$ cat config.mk
export PLATFORM = sky130hd
export DESIGN_NAME = gray_updn_cnt
export DESIGN_NICKNAME = d
export VERILOG_FILES = /design/src/rtl/gray_updn_cnt.sv
export SDC_FILE = /design/constraint.sdc
export NUM_CORES = 1
export LEC_CHECK = 0
export CAP_MARGIN = 0
export CORE_AREA = 8 8 45 47
export CTS_BUF_LIST = sky130_fd_sc_hd__clkbuf_16
export DETAILED_ROUTE_END_ITERATION = 16
export DIE_AREA = 0 0 53 55
export DONT_BUFFER_PORTS = 1
export PLACE_DENSITY_LB_ADDON = 0.1
export SLEW_MARGIN = 20
export SYNTH_ARGS = -nofsm -noshare
export SYNTH_HDL_FRONTEND = slang
export SYNTH_SLANG_ARGS = --single-unit
$ cat constraint.sdc
create_clock -name clk -period 4.6 [get_ports clk]
set_input_delay 0.92 -clock clk [delete_from_list [all_inputs] [get_ports clk]]
set_output_delay 0.92 -clock clk [all_outputs]
set_load 0.01 [all_outputs]
$ cat src/rtl/gray_updn_cnt.sv
// Up/down Gray-code counter with enable, parallel load, optional saturation and a
// registered terminal-count pulse; binary and Gray views are both registered.
module gray_updn_cnt #(
    parameter int N        = 4,
    parameter int SATURATE = 0,
    parameter int RST_VAL  = 0
) (
    input  logic         clk,
    input  logic         rst,
    input  logic         en,
    input  logic         up,
    input  logic         ld,
    input  logic [N-1:0] ld_val,
    output logic [N-1:0] gray,
    output logic [N-1:0] bin,
    output logic         tc
);

    localparam logic [N-1:0] RST_BIN  = N'(RST_VAL);
    localparam logic [N-1:0] RST_GRAY = RST_BIN ^ (RST_BIN >> 1);
    localparam logic [N-1:0] MAX_VAL  = {N{1'b1}};

    logic [N-1:0] b_reg;
    logic [N-1:0] b_next;
    logic [N-1:0] gray_reg;
    logic [N-1:0] gray_next;
    logic         tc_reg;
    logic         tc_next;
    logic         at_limit;

    always_comb begin
        b_next   = b_reg;
        tc_next  = 1'b0;
        at_limit = up ? (b_reg == MAX_VAL) : (b_reg == '0);
        if (ld) begin
            b_next = ld_val;
        end else if (en) begin
            if (at_limit) begin
                // Terminal step: pulse tc, then either wrap or hold at the limit
                tc_next = 1'b1;
                if (SATURATE == 0)
                    b_next = up ? '0 : MAX_VAL;
            end else begin
                b_next = up ? (b_reg + N'(1)) : (b_reg - N'(1));
            end
        end
    end

    // Gray view is derived from the next binary value so both registers agree on every edge
    generate
        for (genvar gi = 0; gi < N - 1; gi++) begin : g_gray
            assign gray_next[gi] = b_next[gi] ^ b_next[gi+1];
        end
    endgenerate
    assign gray_next[N-1] = b_next[N-1];

    always_ff @(posedge clk) begin
        if (rst) begin
            b_reg    <= RST_BIN;
            gray_reg <= RST_GRAY;
            tc_reg   <= 1'b0;
        end else begin
            b_reg    <= b_next;
            gray_reg <= gray_next;
            tc_reg   <= tc_next;
        end
    end

    assign bin  = b_reg;
    assign gray = gray_reg;
    assign tc   = tc_reg;

endmodule
# Word-level counts from Yosys, hierarchy flattened
# Index checks and enable logic that the tools add are counted.
# classes
muxes,7
reduce_logical,2
bitwise_logic,4
eq_ne,1
add_sub_neg,2
# ops
cell,count
$mux W4,5
$add A4 B1 Y4 const B,1
$eq A4 B4 Y1 const B,1
$logic_not A4 Y1,1
$sub A4 B1 Y4 const B,1
$reduce_or A3 Y1,1
$xor A1 B1 Y1,3
$mux W1,2
$not A1 Y1,1
# word_totals
output_inout_bits,9
elab_cells,19
regBits,9
inputBits,9

# Logic depth before layout (Yosys ltp)
# Gate-level depths: netlist of run 1.
# depth
ltp_word,6
ltp_mapped,7
depth_no_buf,7

# Worst setup path before layout of run 1
# No wires, ideal clock.
# synth_path
path_kind,input-to-reg
from,input up
to,register gray_reg[2] (netlist: gray[2])
cell_stages,7
path_buffers,0
path_slack_ns,2.242
arrival_ns,2.300
required_time_ns,4.542
setup_ns,0.058
cell_sequence,inv_1 -> fa_1 -> xnor2_1 -> o21ai_1 -> a221o_2 -> a211o_1 -> nand2_1
# synth_between
elab_chain_len,5
word_cells_on_any_way,7
cone_classes,mux: 6; bitwise: 1
# synth_rtl
item,line,source
"start, declared",11,"input logic up,"
$mux W4 (tied with other cells),44,b_next = up ? (b_reg + N'(1)) : (b_reg - N'(1));
$mux W4 (*),38,if (at_limit) begin
$mux W4 (*),37,end else if (en) begin
$mux W4 (*),35,if (ld) begin
$xor A1 B1 Y1 (*),52,assign gray_next[gi] = b_next[gi] ^ b_next[gi+1];
"end signal, assigned",64,gray_reg <= gray_next;
"end, declared",25,logic [N-1:0] gray_reg;
# Mark *: on every way between the ends. The rest lies on a longest branch, timed or not.
# A chain may end at the register's enable or synchronous reset.

# Worst setup path after layout of run 1
# Ends and elaborated chain as after synthesis.

==> impl_metrics.env, run 1 <==
export IMPL_outcome="finished, final reports clean"
export IMPL_leakagePower_nw=0.231
export IMPL_slew_headroom=0.724
export IMPL_hold_buffers=0
export IMPL_max_freq_mhz=452
export IMPL_clockBufferDepth=2
export IMPL_grt_pass1_vias=361
export IMPL_drc=0
export IMPL_synthArstFlopShare=0
export IMPL_setup_tns_ns=0
export IMPL_largest_reg_flops=4
export IMPL_worst_slew_pin_slew_ns=0.413
export IMPL_fp_coreArea_um2=1380
export IMPL_fin_crit_ns=2.21
export IMPL_die_y_um=55
export IMPL_synth_distinct_cells=30
export IMPL_antenna_cells=0
export IMPL_yosysWarnings=0
export IMPL_synthCells=53
export IMPL_post_dp_cell_area_um2=483
export IMPL_crit_type="in2reg"
export IMPL_p_int_mw=0.209
export IMPL_hold_viol_final=0
export IMPL_drtIter0Drc=9
export IMPL_utilization=0.403
export IMPL_worstHoldPathType="in2reg"
export IMPL_grt_use_met2=0.125
export IMPL_netlist_area_um2=489
export IMPL_cts_setup_buffers=0
export IMPL_period_share=0.481
export IMPL_p_clk_frac=0.529
export IMPL_fillCellCount=142
export IMPL_die_area_um2=2920
export IMPL_initial_utilization=0.354
export IMPL_slew_viol_final=0
export IMPL_grt_pass1_wl_um=1630
export IMPL_critPathCaptureType="register"
export IMPL_final_area_um2=558
export IMPL_grt_max_degree=11
export IMPL_synth_fp_nets=65
export IMPL_yosys_area_share_simple=0.233
export IMPL_ctsResizeCount=0
export IMPL_vias_per_cell=5.71
export IMPL_synth_top_family_by_area="simple AND/OR/NAND/NOR gates"
export IMPL_power_density_nw_per_um2=477
export IMPL_synth_adder_area_share=0.0921
export IMPL_synth_compound_area_frac=0.189
export IMPL_die_x_um=53
export IMPL_max_vdd_ir_drop_v=0.000172
export IMPL_area_growth_pct=14.1
export IMPL_path_max_fanout=7
export IMPL_h_tree_depth=1
export IMPL_cts_tree="done"
export IMPL_multi_input_area_um2=295
export IMPL_detail_route_antenna_nets=0
export IMPL_seq_area_frac_synth=0.327
export IMPL_nNetsFinal=67
export IMPL_clock_skew_ns=0.000497
export IMPL_overflow=0
export IMPL_synthMuxAreaShare=0
export IMPL_grt_setup_unrepaired="false"
export IMPL_register_area_um2=160
export IMPL_avgRoutedWirePerCell_um=15.4
export IMPL_dp_hpwl_um=868
export IMPL_swShare=0.215
export IMPL_finalSetupViolations=0
export IMPL_synthXorXnorAreaFrac=0.0895
export IMPL_seqPwrFrac=0.334
export IMPL_place_gp_congestion=0.905
export IMPL_drt_wl_total_um=1060
export IMPL_antenna_found_initial=0
export IMPL_drive_gt1_frac=0.132
export IMPL_crit_start="up"
export IMPL_synth_main_ff_cell="dfxtp_1"
export IMPL_synth_seq_cells=8
export IMPL_min_from="rst"
export IMPL_reg2reg_from="bin[0]"
export IMPL_critical_path_arrival_ns=2.38
export IMPL_vias=394
export IMPL_fp_row_count=14
export IMPL_grt_busiest_layer="met2"
export IMPL_cts_buffers=3
export IMPL_grt_use_met3=0.0455
export IMPL_clock_sinks=8
export IMPL_root_buffer="clkbuf_16"
export IMPL_p_comb_frac=0.137
export IMPL_netSwitchingPower_mw=0.0573
export IMPL_worstPathRequired_ns=4.77
export IMPL_grt_total_usage=0.0772
export IMPL_clk_pin_slew_ns=0.03
export IMPL_grt_use_met1=0.0718
export IMPL_dr_pass1_iters=4
export IMPL_port_buffers=0
export IMPL_syn_area_per_cell_um2=9.23
export IMPL_start_kind="input pin"
export IMPL_synth_edf_count=0
export IMPL_ios=18
export IMPL_clock_latency_ns=0.23
export IMPL_maxCapViolCount=0
==> cell type report <==
cell class / instances / share of cell area
multi-input combinational: 40 / 0.529
sequential: 8 / 0.287
clock buffer: 3 / 0.135
tap: 16 / 0.0359
inverter: 2 / 0.0135
==> power groups by stage <==
stage | sequential (mW) | clock (mW) | combinational (mW)
finish | 0.0889 | 0.141 | 0.0364
global placement | 0.0904 | 0 | 0.0364
detailed placement | 0.0905 | 0 | 0.0367
floorplan | 0.0869 | 0 | 0.0367
global route | 0.0909 | 0.148 | 0.0410
CTS | 0.0895 | 0.144 | 0.0368
==> routing by layer <==
| metal | vias up | part of all wire |
|---|---|---|
| li1 | 193 | - |
| met1 | 182 | 0.36 |
| met2 | 15 | 0.50 |
| met3 | 4 | 0.11 |
| met4 | 0 | 0.032 |
| met5 | - | 0 |
==> per-stage QoR <==
step           std cells  hold WS, ns  power, mW  worst slack, ns
2_1_floorplan         53        0.688      0.124             2.24
3_3_place_gp          66        0.791      0.127             2.20
3_5_place_dp          66        0.791      0.127             2.14
4_1_cts               69        0.758      0.270             2.38
5_1_grt               69        0.756      0.280             2.31
6_report              69        0.761      0.266             2.39
==> critical path, cell delays in order <==
cell and delay, ns:
inv_1 0.06, fa_1 0.44, xnor2_1 0.15, o21ai_1 0.08
a221o_2 0.40, a211o_1 0.27, nand2_1 0.06
==> kinds of logic after synthesis <==
logic type | Yosys count
xor+xnor | 5
fa+ha+maj | 3
compound gates | 13
simple gates | 19
flops | 8
buf+inv | 5
==> layout by cell type (no fill, tap or decap), types with 2 or more instances in the layout <==
cell and instances:
a221o_2 2, nor3b_1 2, xnor2_1 4, ha_1 2, inv_1 2, clkbuf_16 3
o21ai_1 3, a21oi_1 2, dfxtp_1 8, nor2b_1 2, nor2_1 6
==> path summary, 6_finish.rpt <==
check,cells after the start,slack (ns),endpoint
setup / recovery,7,2.39,gray[2]
hold reg to reg,3,0.79,tc
setup reg to reg,6,2.75,gray[2]
hold / removal,1,0.76,bin[2]
==> synthesized netlist by cell type (2+ instances only) <==
cell type	count	area share
a21oi_1	2	0.020
a221o_2	2	0.046
dfxtp_1	8	0.33
ha_1	2	0.051
inv_1	2	0.015
nor2_1	6	0.046
nor2b_1	2	0.026
nor3b_1	2	0.031
o21ai_1	3	0.031
xnor2_1	4	0.072
Power figures use the tool's default switching activity.
==> run 2: changes to the inputs <==
==> constraint.sdc (replaced) <==
create_clock -name clk -period 1.75 [get_ports clk]
set_input_delay 0.35 -clock clk [delete_from_list [all_inputs] [get_ports clk]]
set_output_delay 0.35 -clock clk [all_outputs]
set_load 0.01 [all_outputs]
==> run 2 against run 1 <==
Effect of this change: sequential power is 150% higher; utilization rose by 3.7 points; combinational power increased to 3.6 times the previous value; worst setup slack got worse by 2.3 ns.
==> impl_metrics.env, run 2 (synthesized netlist as in run 1, its figures left out) <==
export IMPL_die_x_um=53
export IMPL_grt_setup_unrepaired="false"
export IMPL_outcome="finished, final reports clean"
export IMPL_whs_ns=0.180
export IMPL_drive_gt1_frac=0.281
export IMPL_fillCellCount=141
export IMPL_fin_crit_ns=1.66
export IMPL_grt_pass1_vias=401
export IMPL_avgRoutedWirePerCell_um=16.1
export IMPL_clockBufferDepth=2
export IMPL_area_growth_pct=24.6
export IMPL_worstPathRequired_ns=1.87
export IMPL_clock_latency_ns=0.23
export IMPL_utilization=0.440
export IMPL_grt_max_degree=11
export IMPL_vias_per_cell=5.47
export IMPL_grt_pass1_wl_um=1860
export IMPL_start_kind="register"
export IMPL_vias=399
export IMPL_hold_viol_final=0
export IMPL_power_mw=0.725
export IMPL_path_max_fanout=5
export IMPL_root_buffer="clkbuf_16"
export IMPL_cp_slowest_cell="fa_2"
export IMPL_power_density_nw_per_um2=1190
export IMPL_p_int_mw=0.564
export IMPL_setup_tns_ns=0
export IMPL_crit_family="compound AO/OA/AOI/OAI gates"
export IMPL_cts_buffers=3
export IMPL_leakagePower_nw=0.257
export IMPL_crit_type="reg2reg"
export IMPL_overflow=0
export IMPL_seqPwrFrac=0.305
export IMPL_ios=18
export IMPL_place_gp_congestion=0.783
export IMPL_critPathCaptureType="register"
export IMPL_path_cells="fa_2 -> o21bai_1 -> a221o_2 -> xnor2_1 -> nor2_1"
export IMPL_die_area_um2=2920
export IMPL_dr_pass1_iters=3
export IMPL_finalSetupViolations=0
export IMPL_fp_row_count=14
export IMPL_swShare=0.222
export IMPL_port_buffers=0
export IMPL_nNetsFinal=71
export IMPL_cts_tree="done"
export IMPL_slew_headroom=0.781
export IMPL_max_vdd_ir_drop_v=0.000786
export IMPL_drtIter0Drc=4
export IMPL_clock_sinks=8
export IMPL_die_y_um=55
export IMPL_detail_route_antenna_nets=0
export IMPL_h_tree_depth=1
export IMPL_antenna_found_initial=0
export IMPL_dp_hpwl_um=936
export IMPL_worst_slew_pin_slew_ns=0.329
export IMPL_clk_pin_slew_ns=0.04
export IMPL_crit_path_max_incr_delay_ns=0.43
export IMPL_p_clk_frac=0.515
export IMPL_dp_cells=70
export IMPL_period_share=0.951
export IMPL_netSwitchingPower_mw=0.161
export IMPL_initial_utilization=0.354
export IMPL_stdcell_count=73
export IMPL_p_comb_frac=0.180
export IMPL_drt_wl_total_um=1170
export IMPL_slew_viol_final=0
export IMPL_antenna_cells=0
export IMPL_fp_coreArea_um2=1380
export IMPL_path_buf_inv=0
export IMPL_worstHoldPathType="in2reg"
export IMPL_drc=0
export IMPL_max_freq_mhz=601
export IMPL_cts_setup_buffers=0
export IMPL_grt_total_usage=0.0860
export IMPL_maxCapViolCount=0
export IMPL_clock_skew_ns=0.000808
export IMPL_critical_path_arrival_ns=1.78
export IMPL_largest_reg_flops=4
export IMPL_layout_cells_most_common_list="6 x nor2_1, 6 x dfxtp_1, 4 x buf_4"
==> run 2: area by class of cell <==
cell class / count / area [um^2] / share of cell area
multi-input combinational: 40 / 312 / 0.511
timing repair buffer: 4 / 30.0 / 0.0493
sequential: 8 / 165 / 0.271
tap: 16 / 20.0 / 0.0329
clock buffer: 3 / 75.1 / 0.123
inverter: 2 / 7.51 / 0.0123
==> run 2: metal layers <==
metal	global-route usage	routed length, um
met5	0	0
met4	0	0
met3	0.0802	154
met2	0.143	522
met1	0.0827	498
==> run 2: final timing paths <==
path | start | end | slack (ns) | cells after the start
setup reg to reg | bin[0] | gray[1] | 0.09 | 5
hold / removal | rst | bin[1] | 0.18 | 1
hold reg to reg | bin[3] | tc | 0.73 | 3
setup / recovery | bin[0] | gray[1] | 0.09 | 5
==> run 2: timing repair <==
| action | 4_1_cts | 5_1_grt |
|---|---|---|
| pin swaps | 0 | 3 |
| resized for setup | 1 | 4 |
| setup endpoints to repair | 2 | 3 |
| hold buffers | 0 | 0 |
==> run 2: power by group through the flow <==
stage / clock, mW / sequential, mW / combinational, mW
finish: 0.374 / 0.221 / 0.131
global route: 0.389 / 0.224 / 0.146
CTS: 0.380 / 0.223 / 0.125
detailed placement: 0 / 0.225 / 0.124
global placement: 0 / 0.224 / 0.122
floorplan: 0 / 0.229 / 0.0970
==> run 2: metrics by stage <==
stage,setup WS (ns),instance area [um^2]
global route,0.0128,609
global placement,-0.0192,515
floorplan,0.00534,492
detailed placement,-0.0400,515
CTS,0.00567,592
finish,0.0850,609
==> run 3: changes to the inputs <==
--- a/config.mk
+++ b/config.mk
@@ -5,6 +5,7 @@
 export SDC_FILE = /design/constraint.sdc
 export NUM_CORES = 1
 export LEC_CHECK = 0
+export ABC_AREA = 1
 export CAP_MARGIN = 0
 export CORE_AREA = 8 8 45 47
 export CTS_BUF_LIST = sky130_fd_sc_hd__clkbuf_16
==> run 3 against run 2 <==
Effect of this change: clock skew is essentially flat; flip-flop and latch count is the same; combinational power grew 9%; global-route usage grew 1.1 points; area after synthesis grew 9.0%.
==> impl_metrics.env, run 3 <==
export IMPL_antenna_cells=0
export IMPL_power_density_nw_per_um2=1140
export IMPL_ys_top_cells_by_count="19 x nand2_1, 12 x nor2_1, 8 x dfxtp_1, 8 x inv_1"
export IMPL_max_vdd_ir_drop_v=0.000600
export IMPL_drc=0
export IMPL_syn_area_per_cell_um2=6.83
export IMPL_max_freq_mhz=691
export IMPL_hold_buffers=0
export IMPL_seq_area_frac_synth=0.300
export IMPL_synth_top_area_share=0.300
export IMPL_cts_buffers=3
export IMPL_final_common_cell="nand2_1"
export IMPL_clock_latency_ns=0.23
export IMPL_ios=18
export IMPL_clock_skew_ns=0.000553
export IMPL_drt_wl_total_um=1200
export IMPL_grt_pass1_vias=496
export IMPL_layout_cells_most_common_list="19 x nand2_1, 12 x nor2_1, 8 x inv_1, 8 x dfxtp_1"
export IMPL_cts_setup_buffers=0
export IMPL_yosysTopAreaCell="dfxtp_1"
export IMPL_dp_hpwl_um=1020
export IMPL_stdcell_count=100
export IMPL_yosysWarnings=0
export IMPL_path_max_fanout=5
export IMPL_grt_total_usage=0.0965
export IMPL_synthCells=78
export IMPL_clk_pin_slew_ns=0.04
export IMPL_port_buffers=0
export IMPL_die_y_um=55
export IMPL_ctsResizeCount=0
export IMPL_crit_type="reg2reg"
export IMPL_vias=475
export IMPL_area_growth_pct=22.1
export IMPL_netlist_area_um2=533
export IMPL_root_buffer="clkbuf_16"
export IMPL_antenna_found_initial=0
export IMPL_die_area_um2=2920
export IMPL_synthArstFlopShare=0
export IMPL_place_gp_congestion=0.789
export IMPL_synth_edf_count=0
export IMPL_outcome="finished, final reports clean"
export IMPL_start_kind="register"
export IMPL_fillCellCount=148
export IMPL_period_share=0.826
export IMPL_setup_tns_ns=0
export IMPL_hold_viol_final=0
export IMPL_clockBufferDepth=2
export IMPL_drtIter0Drc=5
export IMPL_synthTopCellsByArea="dfxtp_1 30%, nand2_1 13%, nor2_1 8.5%, a21oi_1 5.6%, nand3_1 5.6%"
export IMPL_drive_gt1_frac=0.238
export IMPL_initial_utilization=0.385
export IMPL_worst_slew_pin_slew_ns=0.223
export IMPL_finalSetupViolations=0
export IMPL_nNetsFinal=98
export IMPL_critPathCaptureType="register"
export IMPL_grt_max_degree=7
export IMPL_h_tree_depth=1
export IMPL_grt_pass1_wl_um=2110
export IMPL_critical_path_arrival_ns=1.57
export IMPL_die_x_um=53
export IMPL_fin_crit_ns=1.45
export IMPL_synth_fp_nets=90
export IMPL_synth_seq_cells=8
export IMPL_cts_tree="done"
export IMPL_worstPathRequired_ns=1.87
export IMPL_slew_viol_final=0
export IMPL_fp_coreArea_um2=1380
export IMPL_multi_input_area_um2=327
export IMPL_register_area_um2=160
export IMPL_vias_per_cell=4.75
export IMPL_maxCapViolCount=0
export IMPL_dp_cells=97
export IMPL_dr_pass1_iters=4
export IMPL_yosysMostFrequentCell="nand2_1"
export IMPL_fp_row_count=14
export IMPL_synth_distinct_cells=20
export IMPL_detail_route_antenna_nets=0
export IMPL_slew_headroom=0.851
export IMPL_whs_ns=0.187
export IMPL_synth_main_ff_cell="dfxtp_1"
export IMPL_clock_sinks=8
export IMPL_overflow=0
export IMPL_worstHoldPathType="in2reg"
export IMPL_largest_reg_flops=4
export IMPL_grt_setup_unrepaired="false"
export IMPL_leakagePower_nw=0.324
export IMPL_avgRoutedWirePerCell_um=12.0
run 3: layer usage:
metal,up-vias,track usage,part of all wire
li1,261,-,-
met1,203,0.103,0.42
met2,9,0.160,0.48
met3,2,0.0401,0.075
met4,0,0.0517,0.018
met5,-,0,0
run 3: critical path, cell delays in order, from the launching register on:
cell     delay, ns
dfxtp_1       0.33
fa_1          0.41
xnor2_1       0.15
nand2_1       0.07
nand2_1       0.07
nand2_2       0.06
nand2_4       0.08
nand3_2       0.07
nand2_1       0.07
nor2_2        0.03
run 3: power by group:
group / switching, mW / internal (mW) / total, mW
clock: 0.0874 / 0.294 / 0.382
sequential: 0.0147 / 0.200 / 0.215
combinational: 0.0841 / 0.0586 / 0.143
run 3: metrics by stage:
| step | utilization | setup WS [ns] | power, mW | instance area, um^2 |
|---|---|---|---|---|
| after global routing | 0.470 | 0.160 | 0.774 | 651 |
| after floorplan | - | 0.257 | 0.331 | 533 |
| after detailed placement | 0.416 | 0.179 | 0.363 | 576 |
| final | 0.470 | 0.304 | 0.739 | 651 |
| after CTS | 0.470 | 0.290 | 0.744 | 651 |
| after global placement | 0.416 | 0.188 | 0.362 | 576 |
run 3: path summary, 6_finish.rpt:
path | startpoint | end | slack [ns] | depth (start not counted)
setup reg to reg | bin[0] | gray[2] | 0.30 | 9
hold / removal | rst | bin[2] | 0.19 | 1
hold reg to reg | bin[3] | tc | 0.63 | 3
setup / recovery | bin[0] | gray[2] | 0.30 | 9
run 3: area by class of cell:
class	instances	area share
clock buffers	3	0.115
inverters	10	0.0596
repair buffers	4	0.0462
well taps	16	0.0308
flip-flops and latches	8	0.246
multi-input cells	59	0.502
run 3: logic make-up (layout without fill, tap and decap cells):
logic type / count (synthesis) / count (layout) / synth area share
adder cells (fa/ha/maj): 3 / 3 / 0.0845
AND/OR/NAND/NOR: 47 / 47 / 0.416
flip-flops: 8 / 8 / 0.300
buffers and inverters: 11 / 17 / 0.0868
XOR/XNOR: 1 / 1 / 0.0164
AO/OA/AOI/OAI: 8 / 8 / 0.0962
